$ cat src/rtl/ascon_pack.sv
`default_nettype none
// ============================================================================
//  Module : ascon_pack
//  Brief  : Shared types and constants for the ASCON data absorber.
//  Rev    : 1.0  initial release
// ============================================================================
package ascon_pack;

   // Five 64-bit words of ASCON state; word 0 is the rate word.
   typedef logic [4:0][63:0] type_state;

   // Byte appended directly after the last valid message byte.
   localparam logic [7:0]  c_pad_byte = 8'h80;

   // Padding word used when the last block is completely full.
   localparam logic [63:0] c_pad_word = {c_pad_byte, 56'h0};

endpackage : ascon_pack
`default_nettype wire

$ cat src/rtl/data_absorber_pad_mask.sv
`default_nettype none
// ============================================================================
//  Module : pad_mask
//  Brief  : Builds the padded absorb word and the valid-byte mask of a block.
//           Non-last blocks, and last blocks of 8 bytes, pass through
//           unpadded with a full mask.
//  Rev    : 1.0  initial release
// ============================================================================
module pad_mask
   import ascon_pack::*;
(
   input  logic [63:0] data,
   input  logic [3:0]  bytes,
   input  logic        last,
   output logic [63:0] padded,
   output logic [63:0] mask
);

   logic [3:0] n_valid;

   // Out-of-range byte counts (0 or above 8) behave like a full block.
   assign n_valid = (!last || bytes == 4'd0 || bytes > 4'd8) ? 4'd8 : bytes;

   // Per-byte selection: keep valid bytes, drop in the pad byte, zero the rest.
   always_comb begin
      padded = '0;
      mask   = '0;
      for (int i = 0; i < 8; i++) begin
         if (4'(i) < n_valid) begin
            padded[63-8*i -: 8] = data[63-8*i -: 8];
            mask[63-8*i -: 8]   = 8'hFF;
         end else if (4'(i) == n_valid) begin
            padded[63-8*i -: 8] = c_pad_byte;
         end
      end
   end

endmodule : pad_mask
`default_nettype wire

$ cat src/rtl/data_absorber.sv
`default_nettype none
// ============================================================================
//  Module : data_absorber
//  Brief  : Absorbs associated data and plaintext into an external ASCON
//           state, emits ciphertext, requests permutations and applies the
//           finalization key XOR.
//  Rev    : 1.0  initial release
// ============================================================================
module data_absorber
   import ascon_pack::*;
#(
   parameter bit FIN_KEY_EN = 1'b1
) (
   input  logic          clock_i,
   input  logic          resetb_i,
   input  logic          start_i,
   input  logic          noad_i,
   input  logic [127:0]  key_i,
   input  logic [63:0]   data_i,
   input  logic          data_valid_i,
   input  logic          data_last_i,
   input  logic [3:0]    data_bytes_i,
   output logic          data_ready_o,
   input  type_state     state_i,
   output type_state     state_o,
   output logic          state_we_o,
   output logic          perm_start_o,
   input  logic          perm_done_i,
   output logic [63:0]   cipher_o,
   output logic          cipher_valid_o,
   output logic          ad_done_o,
   output logic          fin_o
);

   typedef enum logic [2:0] {
      IDLE    = 3'd0,
      AD_WAIT = 3'd1,
      XOR     = 3'd2,
      PAD     = 3'd3,
      PERM    = 3'd4,
      PT_WAIT = 3'd5,
      FIN     = 3'd6
   } fsm_state_t;

   fsm_state_t  fsm;
   logic        in_pt;       // 0 = absorbing AD, 1 = absorbing plaintext
   logic [63:0] blk_data;
   logic        blk_last;
   logic [3:0]  blk_bytes;
   logic [63:0] blk_padded;
   logic [63:0] blk_mask;
   logic        last_full;

   pad_mask u_pad_mask (
      .data   (blk_data),
      .bytes  (blk_bytes),
      .last   (blk_last),
      .padded (blk_padded),
      .mask   (blk_mask)
   );

   // A last block whose mask covers all bytes needs a separate padding step.
   assign last_full = blk_last && (blk_mask == {64{1'b1}});

   // Sequencing of the absorb phases; perm_start_o is a registered pulse.
   always_ff @(posedge clock_i) begin
      if (!resetb_i) begin
         fsm          <= IDLE;
         in_pt        <= 1'b0;
         blk_data     <= '0;
         blk_last     <= 1'b0;
         blk_bytes    <= '0;
         perm_start_o <= 1'b0;
      end else begin
         perm_start_o <= 1'b0;
         case (fsm)
            IDLE: begin
               if (start_i) begin
                  in_pt <= noad_i;
                  fsm   <= noad_i ? PT_WAIT : AD_WAIT;
               end
            end
            AD_WAIT, PT_WAIT: begin
               if (data_valid_i) begin
                  blk_data  <= data_i;
                  blk_last  <= data_last_i;
                  blk_bytes <= data_bytes_i;
                  fsm       <= XOR;
               end
            end
            XOR: begin
               if (last_full) begin
                  fsm <= PAD;
               end else if (in_pt && blk_last) begin
                  fsm <= FIN;
               end else begin
                  fsm          <= PERM;
                  perm_start_o <= 1'b1;
               end
            end
            PAD: begin
               if (in_pt) begin
                  fsm <= FIN;
               end else begin
                  fsm          <= PERM;
                  perm_start_o <= 1'b1;
               end
            end
            PERM: begin
               if (perm_done_i) begin
                  if (!in_pt && blk_last) begin
                     in_pt <= 1'b1;
                     fsm   <= PT_WAIT;
                  end else begin
                     fsm <= in_pt ? PT_WAIT : AD_WAIT;
                  end
               end
            end
            FIN: begin
               in_pt <= 1'b0;
               fsm   <= IDLE;
            end
            default: fsm <= IDLE;
         endcase
      end
   end

   assign data_ready_o   = (fsm == AD_WAIT) || (fsm == PT_WAIT);
   assign cipher_valid_o = (fsm == XOR) && in_pt;
   assign fin_o          = (fsm == FIN);

   // Domain separation is requested on the cycle that commits to the PT phase.
   assign ad_done_o = ((fsm == IDLE) && start_i && noad_i)
                   || ((fsm == PERM) && perm_done_i && !in_pt && blk_last);

   // Ciphertext is the rate word XOR the raw block, cut to the valid bytes.
   assign cipher_o = cipher_valid_o ? ((state_i[0] ^ blk_data) & blk_mask) : '0;

   // State update: pass-through unless absorbing, padding or adding the key.
   always_comb begin
      state_o    = state_i;
      state_we_o = 1'b0;
      case (fsm)
         XOR: begin
            state_we_o = 1'b1;
            state_o[0] = state_i[0] ^ blk_padded;
         end
         PAD: begin
            state_we_o = 1'b1;
            state_o[0] = state_i[0] ^ c_pad_word;
         end
         FIN: begin
            if (FIN_KEY_EN) begin
               state_we_o = 1'b1;
               state_o[1] = state_i[1] ^ key_i[127:64];
               state_o[2] = state_i[2] ^ key_i[63:0];
            end
         end
         default: ;
      endcase
   end

endmodule : data_absorber
`default_nettype wire
$ cat config.mk
export PLATFORM = sky130hd
export DESIGN_NAME = data_absorber
export DESIGN_NICKNAME = d
export VERILOG_FILES = /design/src/rtl/ascon_pack.sv /design/src/rtl/data_absorber_pad_mask.sv /design/src/rtl/data_absorber.sv
export SDC_FILE = /design/constraint.sdc
export NUM_CORES = 1
export LEC_CHECK = 0
export CELL_PAD_IN_SITES_DETAIL_PLACEMENT = 0
export CELL_PAD_IN_SITES_GLOBAL_PLACEMENT = 1
export CORE_AREA = 3 3 350 352
export CTS_CLUSTER_DIAMETER = 30
export CTS_CLUSTER_SIZE = 16
export DETAILED_ROUTE_END_ITERATION = 6
export DIE_AREA = 0 0 353 355
export PLACE_DENSITY_LB_ADDON = 0.1
export SLEW_MARGIN = 20
export SYNTH_ARGS = -nofsm -noshare
export SYNTH_HDL_FRONTEND = slang
export SYNTH_HIERARCHICAL = 1
export SYNTH_SLANG_ARGS = --single-unit
$ cat constraint.sdc
create_clock -name clock_i -period 2.45 [get_ports clock_i]
set_clock_uncertainty 0.1 [all_clocks]
set_input_delay 0.245 -clock clock_i [delete_from_list [all_inputs] [get_ports clock_i]]
set_output_delay 0.245 -clock clock_i [all_outputs]
set_load 0.03 [all_outputs]
==> impl_metrics.env <==
export IMPL_final_setup_worst_slack_ps=-99.6
export IMPL_worstPathMaxFanout=7
export IMPL_core_area_mm2=0.120
export IMPL_dp_hpwl_um=64400
export IMPL_antenna_found_initial=19
export IMPL_die_area_mm2=0.125
export IMPL_track_usage_pct=12.1
export IMPL_wirelength_um=79800
export IMPL_grt_pass1_vias=10800
export IMPL_ys_ff_latch=74
export IMPL_ys_types=48
export IMPL_dp_slack_ps=18.4
export IMPL_worstSetupEndpointType="output pin"
export IMPL_avgSynthCellArea_um2=6.97
export IMPL_yosysSeqAreaShare_pct=17.7
export IMPL_cts_num_sinks=74
export IMPL_htreeDepth=3
export IMPL_place_inst=3315
export IMPL_final_nets=2293
export IMPL_drive_gt1_share_pct=34.3
export IMPL_worst_ep_required_time_ps=2110
export IMPL_numCtsBuffers=9
export IMPL_finalCritPeriodShare_pct=104
export IMPL_vias=9963
export IMPL_hold_class="in -> reg"
export IMPL_synth_warnings=6
export IMPL_clock_latency_ps=380
export IMPL_io_buffer_count=656
export IMPL_root_buffer="clkbuf_16"
export IMPL_die_h_um=355
export IMPL_power_density_mw_per_mm2=283
export IMPL_layout_commonest_cell="clkdlybuf4s50_1"
export IMPL_critPathMaxStageDelay_ps=420
export IMPL_avgViaCountPerCell=2.93
export IMPL_clk_pin_slew_ps=70
export IMPL_cp_data_arrival_time_ps=2200
export IMPL_drtIter0Drc=336
export IMPL_start_util_pct=7.00
export IMPL_pin_count=913
export IMPL_drc=0
export IMPL_instances_no_fill=3396
export IMPL_status="finished, violations left"
export IMPL_grt_overflow=0
export IMPL_cts_tree="done"
export IMPL_final_core_util_pct=16.4
export IMPL_fmax_mhz=392
export IMPL_max_cap_violations=0
export IMPL_rsz0062_at_grt="true"
export IMPL_leakage_nw=8.02
export IMPL_final_hold_viol_count=0
export IMPL_fin_crit_ps=2550
export IMPL_clk_path_buf_depth=2
export IMPL_crit_type="reg -> out"
export IMPL_violations="negative setup slack"
export IMPL_row_count=127
export IMPL_gp_congestion=0.866
export IMPL_wl_per_cell_um=23.5
export IMPL_crit_path_top_delay_cell="or3_4"
export IMPL_cpMostUsedCell="buf_12"
export IMPL_drv_slew=0
export IMPL_crit_chain="or3_4, buf_6, o211ai_4, buf_12, buf_12, and2_4, nand2_4, xnor2_2, buf_4, buf_12"
export IMPL_die_w_um=353
export IMPL_final_cell_mix="clkdlybuf4s50_1 (397), nand2_1 (290), buf_4 (182)"
export IMPL_synthCells=1201
export IMPL_area_delta_synth_final_pct=134
export IMPL_total_power_mw=5.54
export IMPL_ir_worst_vdd_mv=0.315
export IMPL_path_delay_family="buffers and inverters"
export IMPL_crit_path_start_kind="flip-flop"
export IMPL_ant_nets=0
export IMPL_grt_max_degree=38
export IMPL_setup_violations=10
export IMPL_path_buf_inv=5
export IMPL_grt_pass1_wl_um=103000
export IMPL_drt_pass1_iter_count=4
export IMPL_synth_cell_area_mm2=0.00837
area by class of cell:
class | instances | area (um^2)
Fill cell | 13500 | 100000
Timing Repair Buffer | 802 | 9320
Multi-Input combinational cell | 877 | 6390
Tap cell | 1612 | 2020
Sequential cell | 74 | 1500
Clock buffer | 11 | 253
Clock inverter | 5 | 52.6
Inverter | 6 | 25.0
Antenna cell | 9 | 22.5
cells in the mapped netlist (all sizes together):
library cell,instances,area [um^2]
a21oi,78,390
and4,2,20.0
o211ai,1,12.5
o22ai,3,18.8
or3,2,17.5
nand3,5,35.0
and2,44,275
nor4,2,12.5
nand4b,1,8.76
dfxtp,74,1480
a22o,1,8.76
or2,1,6.26
conb,1,3.75
or4,1,7.51
nor2b,10,62.6
nor3b,2,15.0
and2b,1,7.51
buf,220,1580
inv,6,22.5
mux2,1,11.3
o31a,1,10.0
a21boi,1,7.51
o31ai,1,7.51
xnor2,192,1680
xor2,65,569
nor3,4,25.0
nand2b,3,18.8
clkbuf,31,116
o21ai,13,65.1
nand4,15,93.8
and3,65,408
a22oi,2,15.0
o21a,1,7.51
nand2,339,1270
nand3b,2,15.0
o2bb2ai,3,26.3
nor2,7,28.8
tightest hold or removal path, delay by kind of cell:
| family | cells | cell delay, ps |
|---|---|---|
| AND/OR/NAND/NOR | 1 | 60 |
| buffers and inverters | 1 | 390 |
| AO/OA/AOI/OAI | 1 | 50 |
power by group:
part / switching, mW / internal [mW]
sequential: 0.0706 / 1.27
clock: 0.695 / 0.842
combinational: 1.20 / 1.46
routing by layer:
layer  track usage [%]  vias to the layer above  share of wire [%]
met1              12.4                     4569                 36
met4              5.20                       20                4.1
met5             0.962                        -               0.33
met3              6.09                       72                 10
met2              20.9                      525                 49
li1                  -                     4777                  -
stage by stage:
stage,area [um^2],TNS [ps],hold WS [ps]
4_1_cts,18900,-3800,258
5_1_grt,19600,-4830,286
6_report,19600,-297,308
3_3_place_gp,16900,-11.5,367
2_1_floorplan,8400,0,273
3_5_place_dp,16900,0,371
cell families after synthesis:
| logic type | Yosys count | share of synthesized area, % |
|---|---|---|
| muxes | 1 | 0.135 |
| AOI/OAI and AO/OA | 105 | 6.80 |
| xor gates and xnor gates | 257 | 26.9 |
| buffers and inverters | 257 | 20.6 |
| and+or+nand+nor | 506 | 27.9 |
| other | 1 | 0.0448 |
| DFF | 74 | 17.7 |
what timing repair did:
item / 4_1_cts / 5_1_grt
resized for setup: 222 / 151
buffers inserted: 26 / 16
endpoints found under the setup margin: 149 / 155
hold buffers: 0 / 0
cloned: 13 / 5
pin swaps: 35 / 45
state kept, by name (all words and copies together), names as in the netlist:
name	cells
blk_data	64
blk_bytes	4
fsm	3
blk_last	1
in_pt	1
perm_start_o	1
final timing paths:
check | start | endpoint | slack, ps | cells after the start
hold / removal | data_i[35] | blk_data[35] | 310 | 3
hold reg to reg | blk_data[50] | blk_data[50] | 380 | 2
setup / recovery | blk_bytes[1] | state_o[14] | -100 | 10
setup reg to reg | blk_bytes[1] | fsm[2] | 10 | 10
No activity file was read; power rests on OpenSTA's default activity.
